## src/rtl/capture_pkg.sv

```systemverilog
// Shared types and helpers for the sample capture front end.
package capture_pkg;

  typedef enum logic [1:0] {
    IDLE     = 2'd0,
    ARMED    = 2'd1,
    CAPTURE  = 2'd2,
    OVERFLOW = 2'd3
  } state_e;

  localparam logic [1:0] MODE_FULL    = 2'd0;
  localparam logic [1:0] MODE_HALF    = 2'd1;
  localparam logic [1:0] MODE_QUARTER = 2'd2;

  // Samples packed into one output word; mode 3 behaves like full width.
  function automatic logic [2:0] samples_per_word(input logic [1:0] mode);
    case (mode)
      MODE_HALF:    return 3'd2;
      MODE_QUARTER: return 3'd4;
      default:      return 3'd1;
    endcase
  endfunction

endpackage

```

## src/rtl/capture_packer.sv

```systemverilog
// Packs 1, 2 or 4 narrow samples into one NUM_CH-wide word, earliest sample in the low bits.
// `word` is the word as it would look after the current load; `word_done` marks the load that completes it.
module capture_packer
  import capture_pkg::*;
#(
  parameter int NUM_CH = 16
) (
  input  logic              clk,
  input  logic              rst,
  input  logic              clear,
  input  logic              load,
  input  logic [1:0]        mode,
  input  logic [NUM_CH-1:0] sample,
  output logic [NUM_CH-1:0] word,
  output logic              word_done
);

  localparam int HALF_W = NUM_CH / 2;
  localparam int QUAR_W = NUM_CH / 4;

  logic [NUM_CH-1:0] acc_q, acc_d;
  logic [1:0]        cnt_q, cnt_d;
  logic [2:0]        spw;

  // Slot insertion, completion detect and next accumulator state.
  always_comb begin
    spw  = samples_per_word(mode);
    word = acc_q;
    case (mode)
      MODE_HALF:    word[int'(cnt_q[0]) * HALF_W +: HALF_W] = sample[HALF_W-1:0];
      MODE_QUARTER: word[int'(cnt_q) * QUAR_W +: QUAR_W]    = sample[QUAR_W-1:0];
      default:      word = sample;
    endcase
    word_done = load && !clear && ({1'b0, cnt_q} == (spw - 3'd1));

    acc_d = acc_q;
    cnt_d = cnt_q;
    if (clear) begin
      acc_d = '0;
      cnt_d = '0;
    end else if (load) begin
      if (word_done) begin
        acc_d = '0;
        cnt_d = '0;
      end else begin
        acc_d = word;
        cnt_d = cnt_q + 2'd1;
      end
    end
  end

  // Accumulator and sample-count registers.
  always_ff @(posedge clk or posedge rst) begin
    if (rst) begin
      acc_q <= '0;
      cnt_q <= '0;
    end else begin
      acc_q <= acc_d;
      cnt_q <= cnt_d;
    end
  end

endmodule

```

## src/rtl/sample_capture.sv

```systemverilog
// Acquisition front end: probe synchroniser, rate divider, mask/value trigger and capture FSM
// feeding packed words to the FIFO write side.
module sample_capture
  import capture_pkg::*;
#(
  parameter int NUM_CH = 16,
  parameter int DIV_W  = 16
) (
  input  logic              clk,
  input  logic              rst,
  input  logic [NUM_CH-1:0] probe,
  input  logic              enable,
  input  logic [DIV_W-1:0]  divisor,
  input  logic [1:0]        ch_mode,
  input  logic [NUM_CH-1:0] trig_mask,
  input  logic [NUM_CH-1:0] trig_value,
  input  logic              fifo_full,
  output logic [NUM_CH-1:0] sample_data,
  output logic              sample_data_avail,
  output logic              running,
  output logic              triggered,
  output logic              overflow
);

  localparam logic [DIV_W-1:0] CNT_ONE = {{(DIV_W-1){1'b0}}, 1'b1};

  state_e            state_q, state_d;
  logic [NUM_CH-1:0] sync1_q, sync_q;
  logic [DIV_W-1:0]  div_q, div_d, cnt_q, cnt_d;
  logic [1:0]        mode_q, mode_d;
  logic [NUM_CH-1:0] data_q, data_d;
  logic              avail_q, avail_d, ovf_q, ovf_d;
  logic              active, tick, trig_hit;
  logic              pk_clear, pk_load, pk_done;
  logic [NUM_CH-1:0] pk_word;

  assign active   = (state_q == ARMED) || (state_q == CAPTURE);
  assign tick     = active && (cnt_q == '0);
  assign trig_hit = ((sync_q ^ trig_value) & trig_mask) == '0;
  // In ARMED the matching tick's sample is already the first one captured.
  assign pk_load  = enable && tick && ((state_q == CAPTURE) || trig_hit);
  // Partial words never survive a stop or a pass through IDLE.
  assign pk_clear = (state_q == IDLE) || !enable;

  capture_packer #(.NUM_CH(NUM_CH)) u_packer (
    .clk       (clk),
    .rst       (rst),
    .clear     (pk_clear),
    .load      (pk_load),
    .mode      (mode_q),
    .sample    (sync_q),
    .word      (pk_word),
    .word_done (pk_done)
  );

  // Two-flop synchroniser on the raw probe pins.
  always_ff @(posedge clk or posedge rst) begin
    if (rst) begin
      sync1_q <= '0;
      sync_q  <= '0;
    end else begin
      sync1_q <= probe;
      sync_q  <= sync1_q;
    end
  end

  // Next-state, divider, config latch and output-word logic.
  always_comb begin
    state_d = state_q;
    div_d   = div_q;
    mode_d  = mode_q;
    cnt_d   = cnt_q;
    data_d  = data_q;
    avail_d = 1'b0;
    ovf_d   = ovf_q;
    case (state_q)
      IDLE: begin
        cnt_d = '0;
        if (enable) begin
          state_d = ARMED;
          div_d   = divisor;
          mode_d  = ch_mode;
          cnt_d   = divisor;
          ovf_d   = 1'b0;
        end
      end
      ARMED, CAPTURE: begin
        cnt_d = tick ? div_q : (cnt_q - CNT_ONE);
        if (!enable) begin
          state_d = IDLE;
        end else if (pk_load) begin
          state_d = CAPTURE;
          if (pk_done) begin
            if (fifo_full) begin
              state_d = OVERFLOW;
              ovf_d   = 1'b1;
            end else begin
              data_d  = pk_word;
              avail_d = 1'b1;
            end
          end
        end
      end
      OVERFLOW: begin
        if (!enable) state_d = IDLE;
      end
      default: state_d = IDLE;
    endcase
  end

  // State, configuration and output registers.
  always_ff @(posedge clk or posedge rst) begin
    if (rst) begin
      state_q <= IDLE;
      div_q   <= '0;
      mode_q  <= MODE_FULL;
      cnt_q   <= '0;
      data_q  <= '0;
      avail_q <= 1'b0;
      ovf_q   <= 1'b0;
    end else begin
      state_q <= state_d;
      div_q   <= div_d;
      mode_q  <= mode_d;
      cnt_q   <= cnt_d;
      data_q  <= data_d;
      avail_q <= avail_d;
      ovf_q   <= ovf_d;
    end
  end

  assign sample_data       = data_q;
  assign sample_data_avail = avail_q;
  assign running           = active;
  assign triggered         = (state_q == CAPTURE);
  assign overflow          = ovf_q;

endmodule

```

## config.mk

```make
export PLATFORM = sky130hd
export DESIGN_NAME = sample_capture
export DESIGN_NICKNAME = d
export VERILOG_FILES = /design/src/rtl/capture_pkg.sv /design/src/rtl/capture_packer.sv /design/src/rtl/sample_capture.sv
export SDC_FILE = /design/constraint.sdc
export NUM_CORES = 1
export LEC_CHECK = 0
export BUFFER_PORTS_ARGS = -buffer_cell sky130_fd_sc_hd__buf_2
export CAP_MARGIN = 30
export CORE_UTILIZATION = 38
export DETAILED_ROUTE_END_ITERATION = 10
export SETUP_SLACK_MARGIN = 0.02
export SYNTH_ARGS = -nofsm -noshare
export SYNTH_HDL_FRONTEND = slang
export SYNTH_HIERARCHICAL = 1
export SYNTH_SLANG_ARGS = --single-unit
```

## constraint.sdc

```tcl
create_clock -name clk -period 4.27 [get_ports clk]
set_input_delay 0.2135 -clock clk [delete_from_list [all_inputs] [get_ports clk]]
set_output_delay 0.2135 -clock clk [all_outputs]
set_load 0.1 [all_outputs]
```

==> load_flow_metrics.sql, run 1 <==
INSERT INTO impl_metrics (metric_group, metric, value, unit) VALUES
('setup_path', 'critical-path-max-stage-delay', '0.71', 'ns'),
('timing', 'slew_of_the_pin_with_the_lowest_slew_margin', '0.936', 'ns'),
('logic_synthesis', 'postSynth.topFlopCell', 'sky130_fd_sc_hd__dfrtp_1', ''),
('timing', 'worst_slack', '1.05', 'ns'),
('logic_synthesis', 'synth_cell_type_count', '59', ''),
('logic_synthesis', 'synthesis.area', '0.00532', 'mm²'),
('power', 'cell_area_power_density', '544', 'mW/mm²'),
('setup_path', 'crit_path_end_kind', 'flop', ''),
('timing', 'max-slew-margin-rel', '0.374', ''),
('global_route', 'grt_pass1_wl', '20600', 'µm'),
('route', 'route.final.wire_length', '12600', 'µm'),
('timing', 'setup_viol', '0', ''),
('route', 'drt-vias-per-instance', '5.41', ''),
('global_route', 'grt.overflow.total', '0', ''),
('timing', 'timing.final.max_slew_violations', '0', ''),
('hold_path', 'min-delay-path-class', 'input port to flop', ''),
('power', 'combPwrFrac', '0.365', ''),
('power', 'power.clock.fraction', '0.253', ''),
('power', 'internal-power', '0.00226', 'W'),
('setup_path', 'critical_path_arrival', '3.45', 'ns'),
('timing', 'hold_viol', '0', ''),
('logic_synthesis', 'synth_xor_area_frac', '0.0445', ''),
('die', 'top_level_ports', '90', ''),
('cells_and_area', 'post_route_cells_drive_above_1_share', '0.285', ''),
('timing', 'rsz0062_at_grt', 'false', ''),
('route', 'antenna_left', '0', ''),
('run', 'cap_violations', '0', ''),
('logic_synthesis', 'synth-adder-area-share', '0.0306', ''),
('global_route', 'antenna_found_initial', '0', ''),
('logic_synthesis', 'seq_area_frac_synth', '0.489', ''),
('die', 'die_width', '120', 'µm'),
('placed_design', 'pre_cts_ws', '1.07', 'ns'),
('power', 'power_frac_seq', '0.382', ''),
('power', 'swShare', '0.353', ''),
('route', 'route.vias.total', '4063', ''),
('cells_and_area', 'num-nets-final', '653', ''),
('setup_path', 'cp_slowest_cell', 'sky130_fd_sc_hd__or4_1', ''),
('placed_design', 'port-buffer-count', '89', ''),
('setup_path', 'critical_path.max_fanout', '16', ''),
('cts', 'post_cts_resize_count', '0', ''),
('die', 'die-area', '0.0145', 'mm²'),
('die', 'placeableCoreArea', '0.0135', 'mm²'),
('setup_path', 'cp_startpoint_kind', 'flop', ''),
('route', 'drt-wirelength-per-cell', '16.8', 'µm'),
('placed_design', 'routabilityCongestion', '0.865', ''),
('route', 'initialDrtViolationCount', '219', ''),
('logic_synthesis', 'async_flop_share', '1.00', ''),
('cells_and_area', 'final-instance-count-excl-fill', '751', ''),
('status', 'status', 'finished clean', ''),
('cts', 'cts_made_buffers', '9', ''),
('power', 'vdd_ir_drop_max', '0.000429', 'V'),
('cts', 'worstSkewPairLatency', '0.35', 'ns'),
('die', 'placement_rows', '42', ''),
('timing', 'fmax', '0.311', 'GHz'),
('cts', 'clkTransAtPathRegs', '0.07', 'ns'),
('power', 'p_total', '0.00349', 'W'),
('setup_path', 'timing.setup.critical_path_class', 'flop to flop', ''),
('timing', 'clock-skew-final', '0.00834', 'ns'),
('power', 'p_sw', '0.00123', 'W'),
('cts', 'cts-htree-levels', '3', ''),
('placed_design', 'place_inst', '718', ''),
('power', 'p_leak', '2.95', 'nW'),
('cells_and_area', 'core_util_final', '0.477', ''),
('cts', 'numClockSinks', '104', ''),
('global_route', 'first_global_vias', '4109', ''),
('die', 'die_height', '120', 'µm'),
('logic_synthesis', 'yosys.area_share.simple', '0.127', ''),
('setup_path', 'req_time_crit_path', '4.50', 'ns'),
('route', 'post-route-drc-count', '0', ''),
('logic_synthesis', 'largest_family_of_logic_cells_by_synthesized_area', 'compound AO/OA/AOI/OAI gates', ''),
('logic_synthesis', 'post_synth_inst_count', '470', '');
-- power by group through the flow --
stage               registers [W]  logic (W)  clock network (W)
finish                    0.00133    0.00127           0.000882
global route              0.00136    0.00142           0.000947
CTS                       0.00133    0.00127           0.000908
detailed placement        0.00135    0.00125                  0
global placement          0.00134    0.00123                  0
floorplan                 0.00130    0.00100                  0
-- registers in the layout (all words and copies together), names as in the netlist --
| name | cells |
|---|---|
| div_q | 16 |
| mode_q | 2 |
| u_packer/acc_q | 16 |
| u_packer/cnt_q | 2 |
| sync1_q | 16 |
| cnt_q | 16 |
| sync_q | 16 |
| sample_data_avail | 1 |
| overflow | 1 |
| sample_data | 16 |
| state_q | 2 |
-- critical path, delay by kind of cell (launching register included) --
family        cells  cell delay, ns
mux               1            0.39
simple gates      6            2.30
flops             1            0.40
-- per-stage QoR --
stage | area [µm²] | hold slack, ns
2_1_floorplan | 5320 | 0.152
3_3_place_gp | 5900 | 0.323
3_5_place_dp | 5920 | 0.201
4_1_cts | 6410 | 0.0934
5_1_grt | 6410 | 0.0981
6_report | 6410 | 0.107
-- placed cells by master (no fill, tap or decap), drive strengths merged, types with 13 or more instances in the layout --
master       synthesis  routed
dfrtp              104     104
xor2                20      20
nor2b               31      31
buf                 11      96
mux2                43      43
a22o                18      18
a21oi               38      38
nand2               21      21
nor2                18      18
ha                  13      13
dlygate4sd3          0      17
-- worst paths after layout --
kind	start	cells after the start	slack, ns	end
worst min register to register	sync1_q[8]$_DFF_PP0_	0	0.35	sync_q[8]$_DFF_PP0_
worst max register to register	cnt_q[7]$_DFFE_PP0P_	7	1.05	sample_data[7]$_DFFE_PP0P_
max in group asynchronous	rst	5	2.96	sync_q[0]$_DFF_PP0_
worst max-delay path	cnt_q[7]$_DFFE_PP0P_	7	1.05	sample_data[7]$_DFFE_PP0P_
worst min-delay path	divisor[4]	2	0.11	div_q[4]$_DFFE_PP0P_
min in group asynchronous	rst	3	0.37	sample_data[0]$_DFFE_PP0P_
-- routing by layer --
metal,vias to the layer above,part of all wire,wire length [µm],global-route usage
met4,0,0.022,274,0.0610
met3,19,0.033,417,0.0481
li1,1927,-,-,-
met5,-,0,0,0
met1,2039,0.44,5570,0.226
met2,78,0.50,6380,0.316
-- kinds of logic after synthesis --
logic type	after synthesis
AO/OA/AOI/OAI	126
XOR/XNOR	27
buffers and inverters	37
flip-flops	104
multiplexers	48
adder cells (fa/ha/maj)	13
AND/OR/NAND/NOR	115
-- synth_stat cells (7+ instances only) --
| cell type | number | share of area |
|---|---|---|
| sky130_fd_sc_hd__a21oi_1 | 38 | 0.036 |
| sky130_fd_sc_hd__a211oi_1 | 10 | 0.014 |
| sky130_fd_sc_hd__o21ai_0 | 11 | 0.010 |
| sky130_fd_sc_hd__nor2b_1 | 31 | 0.036 |
| sky130_fd_sc_hd__nand2_1 | 21 | 0.015 |
| sky130_fd_sc_hd__dfrtp_1 | 104 | 0.49 |
| sky130_fd_sc_hd__a22oi_1 | 9 | 0.013 |
| sky130_fd_sc_hd__mux2_2 | 32 | 0.068 |
| sky130_fd_sc_hd__nor2_1 | 18 | 0.013 |
| sky130_fd_sc_hd__xnor2_1 | 7 | 0.012 |
| sky130_fd_sc_hd__ha_1 | 13 | 0.031 |
| sky130_fd_sc_hd__mux2_4 | 11 | 0.031 |
| sky130_fd_sc_hd__a221oi_1 | 12 | 0.020 |
| sky130_fd_sc_hd__a22o_1 | 18 | 0.030 |
| sky130_fd_sc_hd__clkbuf_1 | 13 | 0.0092 |
| sky130_fd_sc_hd__inv_1 | 13 | 0.0092 |
| sky130_fd_sc_hd__xor2_1 | 20 | 0.033 |
-- what timing repair did --
item,CTS,global route
hold buffers,17,0
endpoints found under the hold margin,33,0
buffers inserted,0,0
endpoints found under the setup margin,0,0
-- layout make-up --
type	count	area (µm²)
fillers	1279	7040
well taps	176	220
clock inverters	6	82.6
multi-input cells	329	2530
repair buffers	113	688
inverters	13	50.0
clock buffers	10	239
flip-flops and latches	104	2600
Power figures use the tool's default switching activity.
==> run 2, diff against run 1 <==
Clock period 4.27 ns to 2.9 ns, I/O delays scaled along.
==> load_flow_metrics.sql, run 2 (synthesized netlist as in run 1, its figures left out) <==
INSERT INTO impl_metrics (metric_group, metric, value, unit) VALUES
('timing', 'timing.final.max_slew_violations', '0', ''),
('setup_path', 'crit_path_end_kind', 'flop', ''),
('timing', 'clock-skew-final', '0.00687', 'ns'),
('die', 'initial_core_util', '0.395', ''),
('die', 'placement_rows', '42', ''),
('route', 'post-route-drc-count', '0', ''),
('cts', 'numClockSinks', '104', ''),
('setup_path', 'critical_path.max_fanout', '16', ''),
('route', 'drt-wirelength-per-cell', '16.7', 'µm'),
('setup_path', 'timing.setup.critical_path_class', 'flop to flop', ''),
('placed_design', 'port-buffer-count', '89', ''),
('global_route', 'antenna_found_initial', '0', ''),
('power', 'internal-power', '0.00338', 'W'),
('timing', 'max-slew-margin-rel', '0.371', ''),
('cts', 'clock-root-buffer', 'sky130_fd_sc_hd__clkbuf_16', ''),
('setup_path', 'cp_startpoint_kind', 'flop', ''),
('cts', 'tritoncts', 'done', ''),
('cells_and_area', 'antenna-diode-count', '0', ''),
('power', 'vdd_ir_drop_max', '0.000517', 'V'),
('placed_design', 'post_dp_cell_area', '0.00601', 'mm²'),
('global_route', 'grt_pass1_wl', '20800', 'µm'),
('cts', 'clkTransAtPathRegs', '0.07', 'ns'),
('timing', 'slew_of_the_pin_with_the_lowest_slew_margin', '0.942', 'ns'),
('global_route', 'grt.overflow.total', '0', ''),
('die', 'placeableCoreArea', '0.0135', 'mm²'),
('global_route', 'groute.usage.overall', '0.186', ''),
('timing', 'fmax', '0.366', 'GHz'),
('power', 'power.clock.fraction', '0.252', ''),
('run', 'cap_violations', '0', ''),
('hold_path', 'min-delay-path-class', 'input port to flop', ''),
('timing', 'setup_viol', '0', ''),
('die', 'die_height', '120', 'µm'),
('placed_design', 'hpwl', '9040', 'µm'),
('cells_and_area', 'areaGrowthSynthToFinish', '23.1', '%'),
('cells_and_area', 'finished_layout_cell_area', '0.00655', 'mm²'),
('die', 'die-area', '0.0145', 'mm²'),
('route', 'drt-vias-per-instance', '5.33', ''),
('route', 'antenna_left', '0', ''),
('power', 'combPwrFrac', '0.373', ''),
('route', 'route.vias.total', '4045', ''),
('timing', 'rsz0062_at_grt', 'false', ''),
('die', 'top_level_ports', '90', ''),
('power', 'swShare', '0.358', ''),
('placed_design', 'routabilityCongestion', '0.823', ''),
('route', 'detailedRoute.firstPassIterationCount', '6', ''),
('setup_path', 'critical_path_arrival', '2.97', 'ns'),
('route', 'initialDrtViolationCount', '226', ''),
('power', 'p_leak', '3.01', 'nW'),
('cells_and_area', 'num-fill-cells', '1278', ''),
('status', 'status', 'finished clean', ''),
('cts', 'cts_max_path_buffers', '2', ''),
('setup_path', 'req_time_crit_path', '3.14', 'ns'),
('setup_path', 'worst_reg2reg_setup_slack', '0.17', 'ns'),
('power', 'power_frac_seq', '0.376', ''),
('cells_and_area', 'post_route_cells_drive_above_1_share', '0.307', ''),
('power', 'p_sw', '0.00188', 'W'),
('global_route', 'first_global_vias', '4001', ''),
('cts', 'cts-htree-levels', '3', ''),
('placed_design', 'pre_cts_ws', '0.0124', 'ns'),
('global_route', 'grt_max_degree', '47', ''),
('timing', 'worst_slack', '0.166', 'ns'),
('timing', 'hold_viol', '0', ''),
('cts', 'cts_made_buffers', '9', ''),
('timing', 'fin_crit', '2.73', 'ns'),
('timing', 'worst_hold_slack', '0.0247', 'ns'),
('cts', 'worstSkewPairLatency', '0.35', 'ns'),
('cells_and_area', 'core_util_final', '0.487', ''),
('route', 'route.final.wire_length', '12700', 'µm'),
('cells_and_area', 'num-nets-final', '661', ''),
('cells_and_area', 'layout_commonest_cell', 'sky130_fd_sc_hd__dfrtp_1', ''),
('timing', 'finalCritPeriodShare', '0.943', ''),
('timing', 'fin_setup_tns', '0', 'ns'),
('power', 'cell_area_power_density', '804', 'mW/mm²'),
('die', 'die_width', '120', 'µm'),
('cells_and_area', 'most-common-layout-cells', 'sky130_fd_sc_hd__dfrtp_1 (104), sky130_fd_sc_hd__buf_2 (89), sky130_fd_sc_hd__a21oi_1 (38)', '');
[run 2: cell type report]
type	count	area [µm²]	share of cell area
Clock buffer	10	239	0.0365
Sequential cell	104	2600	0.398
Timing Repair Buffer	121	753	0.115
Inverter	13	50.0	0.00765
Tap cell	176	220	0.0336
Clock inverter	6	91.3	0.0140
Multi-Input combinational cell	329	2590	0.396
[run 2: final timing paths]
kind | start | end | cells after the start
min in group asynchronous | rst | sync_q[3]$_DFF_PP0_ | 3
worst min register to register | sync1_q[5]$_DFF_PP0_ | sync_q[5]$_DFF_PP0_ | 0
worst min-delay path | ch_mode[1] | mode_q[1]$_DFFE_PP0P_ | 2
worst max-delay path | cnt_q[0]$_DFFE_PP0P_ | sample_data[7]$_DFFE_PP0P_ | 10
worst max register to register | cnt_q[0]$_DFFE_PP0P_ | sample_data[7]$_DFFE_PP0P_ | 10
max in group asynchronous | rst | state_q[1]$_DFFE_PP0P_ | 4
[run 2: stage by stage]
| step | total power (W) | cells |
|---|---|---|
| 2_1_floorplan | 0.00344 | 470 |
| 3_3_place_gp | 0.00387 | 725 |
| 3_5_place_dp | 0.00393 | 725 |
| 4_1_cts | 0.00530 | 759 |
| 5_1_grt | 0.00563 | 759 |
| 6_report | 0.00526 | 759 |
[run 2: critical path, cell delays in order, from the launching register on]
cell and delay, ns:
sky130_fd_sc_hd__dfrtp_1 0.39, sky130_fd_sc_hd__inv_1 0.12, sky130_fd_sc_hd__ha_1 0.16, sky130_fd_sc_hd__or4b_4 0.48
sky130_fd_sc_hd__nor4_4 0.24, sky130_fd_sc_hd__and3_1 0.24, sky130_fd_sc_hd__nor3b_4 0.24, sky130_fd_sc_hd__nor2b_4 0.21
sky130_fd_sc_hd__nand3_4 0.08, sky130_fd_sc_hd__buf_12 0.17, sky130_fd_sc_hd__mux2_4 0.30
[run 2: power groups by stage]
stage	Clock, W	Combinational, W	Sequential (W)
after floorplan	0	0.00152	0.00192
after CTS	0.00137	0.00196	0.00198
after global placement	0	0.00189	0.00198
final	0.00132	0.00196	0.00198
after global routing	0.00143	0.00219	0.00201
after detailed placement	0	0.00193	0.00200
[run 2: what timing repair did]
action / 4_1_cts / 5_1_grt
hold endpoints to repair: 74 / 0
hold buffers: 17 / 0
setup buffers: 1 / 0
pin swaps: 1 / 0
gates resized for setup: 0 / 2
endpoints found under the setup margin: 13 / 16
[run 2: layer usage]
metal,track usage,routed length (µm),share of wire,vias to the layer above
met2,0.308,6330,0.50,89
met4,0.0509,247,0.019,0
met3,0.0443,477,0.038,16
li1,-,-,-,1946
met5,0,0,0,-
met1,0.242,5650,0.44,1994
